[config.mk]
export PLATFORM = sky130hd
export DESIGN_NAME = pdm_mic_decoder
export DESIGN_NICKNAME = d
export VERILOG_FILES = /design/src/rtl/voice_pkg.sv /design/src/rtl/pdm_clk_gen.sv /design/src/rtl/pdm_mic_decoder.sv
export SDC_FILE = /design/constraint.sdc
export NUM_CORES = 1
export LEC_CHECK = 0
export ABC_AREA = 1
export CORE_MARGIN = 4
export CORE_UTILIZATION = 43
export DETAILED_ROUTE_END_ITERATION = 6
export DONT_BUFFER_PORTS = 1
export PLACE_DENSITY_LB_ADDON = 0.05
export SLEW_MARGIN = 20
export SYNTH_ARGS = -nofsm -noshare
export SYNTH_HDL_FRONTEND = slang
export SYNTH_SLANG_ARGS = --single-unit
[constraint.sdc]
create_clock -name clk_in -period 2.4 [get_ports clk_in]
set_input_delay 0.48 -clock clk_in [delete_from_list [all_inputs] [get_ports clk_in]]
set_output_delay 0.48 -clock clk_in [all_outputs]
set_load 0.01 [all_outputs]
[src/rtl/voice_pkg.sv]
// Shared constants and jump-FSM state type for the PDM voice decoder.
package voice_pkg;
    localparam int CLK_DIV   = 17;
    localparam int WIN_LOG2  = 7;
    localparam int DECAY_SH  = 3;
    localparam int THRESH_HI = 32;
    localparam int THRESH_LO = 16;
    localparam int HOLD      = 4;

    typedef enum logic {IDLE, ACTIVE} jump_state_e;
endpackage

[src/rtl/pdm_clk_gen.sv]
// Microphone bit-clock divider with a strobe on the cycle mic_clk falls,
// which is when the left-channel bit is valid on the data pin.
module pdm_clk_gen #(
    parameter int CLK_DIV = voice_pkg::CLK_DIV
) (
    input  logic clk_in,
    input  logic reset,
    output logic mic_clk_o,
    output logic cap_stb_o
);
    localparam int CNT_W = (CLK_DIV < 1) ? 1 : $clog2(CLK_DIV + 1);

    logic [CNT_W-1:0] cnt_q, cnt_d;
    logic             mic_clk_q, mic_clk_d;
    logic             wrap;

    assign wrap = (cnt_q == CNT_W'(CLK_DIV));

    always_comb begin
        cnt_d     = wrap ? '0 : cnt_q + 1'b1;
        mic_clk_d = wrap ? ~mic_clk_q : mic_clk_q;
    end

    always_ff @(posedge clk_in) begin
        if (reset) begin
            cnt_q     <= '0;
            mic_clk_q <= 1'b0;
        end else begin
            cnt_q     <= cnt_d;
            mic_clk_q <= mic_clk_d;
        end
    end

    assign mic_clk_o = mic_clk_q;
    assign cap_stb_o = wrap & mic_clk_q;
endmodule

[src/rtl/pdm_mic_decoder.sv]
// PDM mic front end: bit capture, window decimation, peak envelope and a
// hysteretic jump detector with a minimum hold time.
module pdm_mic_decoder
    import voice_pkg::*;
#(
    parameter int CLK_DIV_P   = CLK_DIV,
    parameter int WIN_LOG2_P  = WIN_LOG2,
    parameter int DECAY_SH_P  = DECAY_SH,
    parameter int THRESH_HI_P = THRESH_HI,
    parameter int THRESH_LO_P = THRESH_LO,
    parameter int HOLD_P      = HOLD
) (
    input  logic                  clk_in,
    input  logic                  reset,
    input  logic                  micdata,
    output logic                  mic_clk,
    output logic                  mic_lr,
    output logic [WIN_LOG2_P:0]   sample,
    output logic                  sample_valid,
    output logic [WIN_LOG2_P-1:0] level,
    output logic                  jump
);
    localparam int SW = WIN_LOG2_P + 1;
    localparam int EW = WIN_LOG2_P;
    localparam int HW = (HOLD_P < 1) ? 1 : $clog2(HOLD_P + 1);
    localparam logic [SW-1:0] HALF   = SW'(2 ** (WIN_LOG2_P - 1));
    localparam logic [EW-1:0] TH_HI  = EW'(THRESH_HI_P);
    localparam logic [EW-1:0] TH_LO  = EW'(THRESH_LO_P);
    localparam logic [HW-1:0] HOLD_C = HW'(HOLD_P);

    logic cap_stb;

    pdm_clk_gen #(.CLK_DIV(CLK_DIV_P)) u_clk_gen (
        .clk_in    (clk_in),
        .reset     (reset),
        .mic_clk_o (mic_clk),
        .cap_stb_o (cap_stb)
    );

    logic          mic_q;
    logic [SW-1:0] acc_q, bit_sum;
    logic [EW-1:0] bit_cnt_q;
    logic [SW-1:0] sample_q;
    logic          sv_q;

    // The closing bit is folded into the sum so the next window starts clean.
    assign bit_sum = acc_q + {{EW{1'b0}}, mic_q};

    always_ff @(posedge clk_in) begin
        if (reset) begin
            mic_q     <= 1'b0;
            acc_q     <= '0;
            bit_cnt_q <= '0;
            sample_q  <= '0;
            sv_q      <= 1'b0;
        end else begin
            mic_q <= micdata;
            sv_q  <= 1'b0;
            if (cap_stb) begin
                bit_cnt_q <= bit_cnt_q + 1'b1;
                if (bit_cnt_q == '1) begin
                    sample_q <= bit_sum;
                    acc_q    <= '0;
                    sv_q     <= 1'b1;
                end else begin
                    acc_q <= bit_sum;
                end
            end
        end
    end

    logic [EW-1:0] amp, env_q, env_d, dec, dec_eff;
    logic          env_upd_q;

    assign amp     = EW'((sample_q >= HALF) ? sample_q - HALF : HALF - sample_q);
    assign dec     = env_q >> DECAY_SH_P;
    assign dec_eff = (dec == '0) ? EW'(1) : dec;

    always_comb begin
        env_d = env_q;
        if (amp > env_q)     env_d = amp;
        else if (env_q != 0) env_d = env_q - dec_eff;
    end

    always_ff @(posedge clk_in) begin
        if (reset) begin
            env_q     <= '0;
            env_upd_q <= 1'b0;
        end else begin
            env_upd_q <= sv_q;
            if (sv_q) env_q <= env_d;
        end
    end

    jump_state_e   state_q;
    logic [HW-1:0] hold_q;
    logic          jump_q;

    always_ff @(posedge clk_in) begin
        if (reset) begin
            state_q <= IDLE;
            hold_q  <= '0;
            jump_q  <= 1'b0;
        end else if (env_upd_q) begin
            case (state_q)
                IDLE: if (env_q >= TH_HI) begin
                    state_q <= ACTIVE;
                    hold_q  <= '0;
                    jump_q  <= 1'b1;
                end
                ACTIVE: begin
                    if (hold_q >= HOLD_C && env_q < TH_LO) begin
                        state_q <= IDLE;
                        jump_q  <= 1'b0;
                    end else if (hold_q < HOLD_C) begin
                        hold_q <= hold_q + 1'b1;
                    end
                end
                default: state_q <= IDLE;
            endcase
        end
    end

    assign mic_lr       = 1'b0;
    assign sample       = sample_q;
    assign sample_valid = sv_q;
    assign level        = env_q;
    assign jump         = jump_q;
endmodule

==> results of run 1 <==
-- cell families after synthesis --
logic type / Yosys count
AO/OA/AOI/OAI: 43
XOR/XNOR: 11
adder cells (fa/ha/maj): 20
buffers and inverters: 60
flip-flops: 44
other: 1
AND/OR/NAND/NOR: 183
-- per-stage QoR --
step | area [sq um] | total power (uW) | util | setup slack (ns)
after floorplan | 2572 | 780.2 | - | 0.2545
after global placement | 2688 | 779.4 | 0.4764 | 0.07566
after detailed placement | 2688 | 779.5 | 0.4764 | 0.04944
after CTS | 2795 | 1349 | 0.4955 | 0.03830
after global routing | 2844 | 1382 | 0.5041 | 0.005103
final | 2844 | 1317 | 0.5041 | 0.1996
-- report_power, final --
group / internal [uW] / switching (uW) / leakage, uW
Sequential: 734 / 3.97 / 0.000357
Clock: 309 / 246 / 0.0000552
Combinational: 7.00 / 16.1 / 0.000909
Total: 1050 / 267 / 0.00132
-- routing by layer --
layer | vias up | GRT usage | share of wire
li1 | 1171 | - | -
met1 | 970 | 0.2038 | 0.48
met2 | 39 | 0.2641 | 0.47
met3 | 4 | 0.03398 | 0.041
met4 | 0 | 0.04460 | 0.0092
met5 | - | 0 | 0
-- path summary, 6_finish.rpt --
| path | startpoint | endpoint | slack [ns] |
|---|---|---|---|
| max reg2reg | sample[0]$_SDFFE_PP0P_ | level[2]$_SDFFE_PP0P_ | 0.20 |
| min reg2reg | u_clk_gen.cnt_q[0]$_SDFF_PP0_ | u_clk_gen.cnt_q[0]$_SDFF_PP0_ | 0.47 |
| max | sample[0]$_SDFFE_PP0P_ | level[2]$_SDFFE_PP0P_ | 0.20 |
| min | reset | jump$_SDFFE_PP0P_ | 0.25 |
-- area by class of cell --
type | count | area (sq um) | share of cell area
Timing Repair Buffer | 11 | 82.58 | 0.02904
Tap cell | 72 | 90.09 | 0.03168
Clock buffer | 6 | 72.57 | 0.02552
Clock inverter | 2 | 35.03 | 0.01232
Multi-Input combinational cell | 258 | 1483 | 0.5213
Inverter | 52 | 196.4 | 0.06907
Sequential cell | 44 | 884.6 | 0.3110
-- registers in the layout, summed over array words and instances, names as in the netlist --
name	count
u_clk_gen.cnt_q	5
mic_q	1
sample_valid	1
state_q	1
hold_q	3
bit_cnt_q	7
sample	8
env_upd_q	1
u_clk_gen.mic_clk_o	1
level	7
acc_q	8
jump	1
-- cell usage in the layout, fill, tap and decap left out, drive strengths merged --
cell type	n
clkinv	3
nand3	32
a21oi	24
bufinv	1
and3	2
buf	11
fa	1
nand4	6
o211ai	1
o21ai	14
xor2	7
nor3b	1
nand2	93
inv	50
nand3b	1
nor2	43
nor3	5
clkbuf	6
xnor2	4
o22ai	1
dfxtp	44
ha	19
conb	1
o21bai	1
o21a	2
==> results_dict.tcl, run 1 <==
set metrics [dict create \
    status "complete, no violations" \
    synth_enable_flop_cells 0 \
    ys_ff_latch 44 \
    insertion_delay_ns 0.29 \
    synth_xor_area_frac 0.03745 \
    fin_skew_ns 0.005973 \
    synth.top_cells.by_area "dfxtp_1 34%, nand2_1 13%, ha_1 9.2%" \
    syn_inst 362 \
    gp_congestion 0.8335 \
    final_nets 395 \
    max_cap_viol_count 0 \
    synthArstFlopShare 0 \
    synth_top_area_frac 0.3424 \
    synthSimpleGateAreaFrac 0.3317 \
    p_leak_uw 0.001321 \
    cts_hold_buf 0 \
    core_sq_um 5642 \
    cts.sink_count 44 \
    crit_slowest_cell "dfxtp_2" \
    instances_no_fill 445 \
    grt_setup_unrepaired "false" \
    via_per_inst 4.908 \
    end_kind "register" \
    yosys_warnings 0 \
    muxShareOfSynthArea 0 \
    drt-total-wl_mm 5.417 \
    syn_to_final_growth_pct 10.55 \
    cp.required_ns 2.63 \
    synth_compound_area_frac 0.08804 \
    ir_drop_v 0.0002978 \
    setup_viol 0 \
    synth_cell_types 39 \
    port-buffer-count 0 \
    crit_buf_inv 3 \
    avgRoutedWirePerCell_um 12.17 \
    min_period_ns 2.200 \
    reg2reg_depth 15 \
    cp_cell_sequence "inv_2 -> ha_2 -> nand4_1 -> a21oi_1 -> ha_1 -> nand2_2 -> inv_1 -> a21oi_2 -> nand2_2 -> nand2_2 -> buf_4 -> nand2_1 -> o21ai_0 -> nor2_1 -> nor2_1" \
    post_route_cells_drive_above_1_share 0.1314 \
    first_pass_iters 5 \
    num_vias 2184 \
    fin_setup_tns_ns 0 \
    slew_headroom 0.6686 \
    yosysTopAreaCell "dfxtp_1" \
    grt_max_degree 20 \
    grt_overflow 0 \
    hp-class "input pin to register" \
    htreeDepth 2 \
    arrival_ns 2.43 \
    cts_resized 0 \
    cp_max_fo 8 \
    fp.dieH_um 85.35 \
    synth_top_family_by_area "simple AND/OR/NAND/NOR gates" \
    p_per_area_nw_per_um2 463.0 \
    whs_ns 0.2450 \
    die_w_um 85.35 \
    cts_tree "done" \
    dp_hpwl_mm 4.203 \
    io_pins 22 \
    path_clk_slew_ns 0.08 \
    antenna_found_initial 0 \
    crit_type "register to register" \
    tightest_slew_ns 0.4941 \
    synth_fa_ha_area_frac 0.1002 \
    numCtsBuffers 5 \
    drc 0 \
    ant_nets 0 \
    start_kind "register" \
    rows 27 \
    post-route-period-util 0.9169 \
    synth_area_sq_um 2572 \
    max_freq_mhz 454.5 \
    synth.yosys.seq_area_share 0.3424 \
    cp_num_cells 15 \
    slowest_delay_ns 0.33 \
    hold_violations 0 \
    first_iter_violations 75 \
    start_util 0.4560 \
    synth.top_cells.by_count "86 x nand2_1, 47 x inv_1, 44 x dfxtp_1, 38 x nor2_1, 30 x nand3_1" \
    fillers 587 \
    cts_setup_buffers 0 \
    cts_root_buf "clkbuf_8" \
    placed_cells 437 \
    crit_path_frequent_cell "nand2_2" \
    yosysMostFrequentCell "nand2_1" \
    grt_pass1_wl_mm 9.473 \
    crit_family "simple AND/OR/NAND/NOR gates" \
    cts_buffer_depth 2 \
    postSynthAreaPerCell_sq_um 7.106 \
    diodes 0 \
    drv_slew 0 \
    ys.flop_type "dfxtp_1" \
    syn-num-nets 385 \
    die_area_sq_um 7284 \
    grt_pass1_vias 2078 \
    track_usage 0.1578 \
    holdPathStages 1 \
]
Power figures use the tool's default switching activity.
==> run 2: changes to the inputs <==
--- a/config.mk
+++ b/config.mk
@@ -6,6 +6,7 @@
 export NUM_CORES = 1
 export LEC_CHECK = 0
 export ABC_AREA = 1
+export CORE_ASPECT_RATIO = 1.75
 export CORE_MARGIN = 4
 export CORE_UTILIZATION = 43
 export DETAILED_ROUTE_END_ITERATION = 6
==> results_dict.tcl, run 2 (synthesized netlist as in run 1, its figures left out) <==
set metrics [dict create \
    final_common_cell "nand2_1" \
    num_vias 2281 \
    fin_skew_ns 0.006305 \
    post-route-period-util 0.9505 \
    ir_drop_v 0.0003894 \
    crit_end "level[3]$_SDFFE_PP0P_" \
    max_cap_viol_count 0 \
    syn_to_final_growth_pct 14.83 \
    startpoint "sample[0]$_SDFFE_PP0P_" \
    drv_slew 0 \
    setup_viol 0 \
    final_core_util 0.5064 \
    port-buffer-count 0 \
    die_area_sq_um 7333 \
    cts_hold_buf 0 \
    path_clk_slew_ns 0.08 \
    place_worst_setup_slack_ns 0.02588 \
    hp-class "input pin to register" \
    crit_buf_inv 2 \
    tightest_slew_ns 0.4988 \
    cp_num_cells 16 \
    grt_max_degree 20 \
    final_nets 407 \
    slew_headroom 0.6663 \
    crit_slowest_cell "dfxtp_2" \
    crit_path_frequent_cell "nand2_1" \
    p_per_area_nw_per_um2 461.3 \
    status "complete, no violations" \
    first_iter_violations 87 \
    gp_congestion 0.8328 \
    crit_family "simple AND/OR/NAND/NOR gates" \
    cts_root_buf "clkbuf_8" \
    diodes 0 \
    core_sq_um 5833 \
    min_period_ns 2.281 \
    cp_cell_sequence "inv_1 -> ha_2 -> nand3_1 -> nand2_1 -> xnor2_2 -> ha_1 -> nand2_1 -> nor2_2 -> nand4_1 -> nand2_4 -> buf_4 -> nand2_1 -> nand2_1 -> nand2_1 -> nand2_1 -> nor2_1" \
    io_pins 22 \
    via_per_inst 4.927 \
    reg2reg_depth 16 \
    hp-start "reset" \
    track_usage 0.1816 \
    avgRoutedWirePerCell_um 13.19 \
    drt-total-wl_mm 6.107 \
    start_kind "register" \
    cts_buffer_depth 2 \
    cts.sink_count 44 \
    grt_pass1_wl_mm 10.11 \
    r2r_slack_ns 0.12 \
    max_freq_mhz 438.4 \
    p_leak_uw 0.001385 \
    hold_violations 0 \
    htreeDepth 2 \
    post_route_cells_drive_above_1_share 0.1558 \
    cts_tree "done" \
    arrival_ns 2.48 \
    fillers 644 \
    first_pass_iters 4 \
    start_util 0.4410 \
    crit_type "register to register" \
    die_w_um 66.47 \
    rows 37 \
    placed_area_sq_um 2755 \
    grt_pass1_vias 2286 \
    fp.dieH_um 110.3 \
    end_kind "register" \
    cp_max_fo 6 \
    drc 0 \
    finalWorstSetupSlack_ns 0.1187 \
    final_area_sq_um 2954 \
    dp_hpwl_mm 4.909 \
    r2r-end "level[3]$_SDFFE_PP0P_" \
    final_cell_mix "85 x nand2_1, 45 x inv_1, 42 x dfxtp_1" \
    antenna_found_initial 0 \
    insertion_delay_ns 0.29 \
    total_power_uw 1363 \
    slowest_delay_ns 0.33 \
    cp.required_ns 2.60 \
    numCtsBuffers 5 \
    grt_overflow 0 \
    ant_nets 0 \
    timing.rr.start "sample[0]$_SDFFE_PP0P_" \
]
[run 2: changes by cell type in the layout (fill, tap and decap cells not counted), sizes merged]
cell	change
buf	+11
nand2	+1
[run 2: through the flow]
stage	hold WS [ns]	cells	TNS, ns
after global routing	0.2173	463	-0.002035
final	0.2423	463	0
after CTS	0.2304	459	0
after detailed placement	0.4644	451	0
after global placement	0.4587	451	0
after floorplan	0.4334	362	0
[run 2: timing repair]
| action | CTS | global route |
|---|---|---|
| gates resized for setup | 0 | 13 |
| hold endpoints to repair | 0 | 0 |
| buffers inserted | 0 | 3 |
| endpoints found under the setup margin | 0 | 7 |
[run 2: routing by layer]
metal / up-vias / GRT usage / part of all wire
met2: 38 / 0.3753 / 0.58
met3: 17 / 0.03043 / 0.032
met5: - / 0 / 0
met1: 1035 / 0.1539 / 0.34
met4: 0 / 0.1003 / 0.047
li1: 1191 / - / -
[run 2: area by class of cell]
cell class / instances / area, sq um / area share
timing repair buffer: 22 / 168.9 / 0.05718
clock inverter: 2 / 38.79 / 0.01313
sequential: 44 / 883.3 / 0.2990
inverter: 52 / 196.4 / 0.06650
clock buffer: 6 / 82.58 / 0.02795
tap: 78 / 97.59 / 0.03304
multi-input combinational: 259 / 1486 / 0.5032
[run 2: where the power goes]
| group | switching [uW] | leakage, uW | internal [uW] | total, uW |
|---|---|---|---|---|
| combinational | 17.7 | 0.000968 | 8.13 | 25.8 |
| sequential | 4.48 | 0.000356 | 734 | 739 |
| clock | 258 | 0.0000614 | 340 | 598 |
[run 2: worst min-delay path by stage]
stage	endpoint	slack, ns	depth (start not counted)
after floorplan	u_clk_gen.cnt_q[0]$_SDFF_PP0_	0.43	1
after global placement	u_clk_gen.cnt_q[0]$_SDFF_PP0_	0.46	1
after detailed placement	u_clk_gen.cnt_q[0]$_SDFF_PP0_	0.46	1
after CTS	state_q$_SDFFE_PP0P_	0.23	1
after global routing	sample[1]$_SDFFE_PP0P_	0.22	1
final	sample[0]$_SDFFE_PP0P_	0.24	1
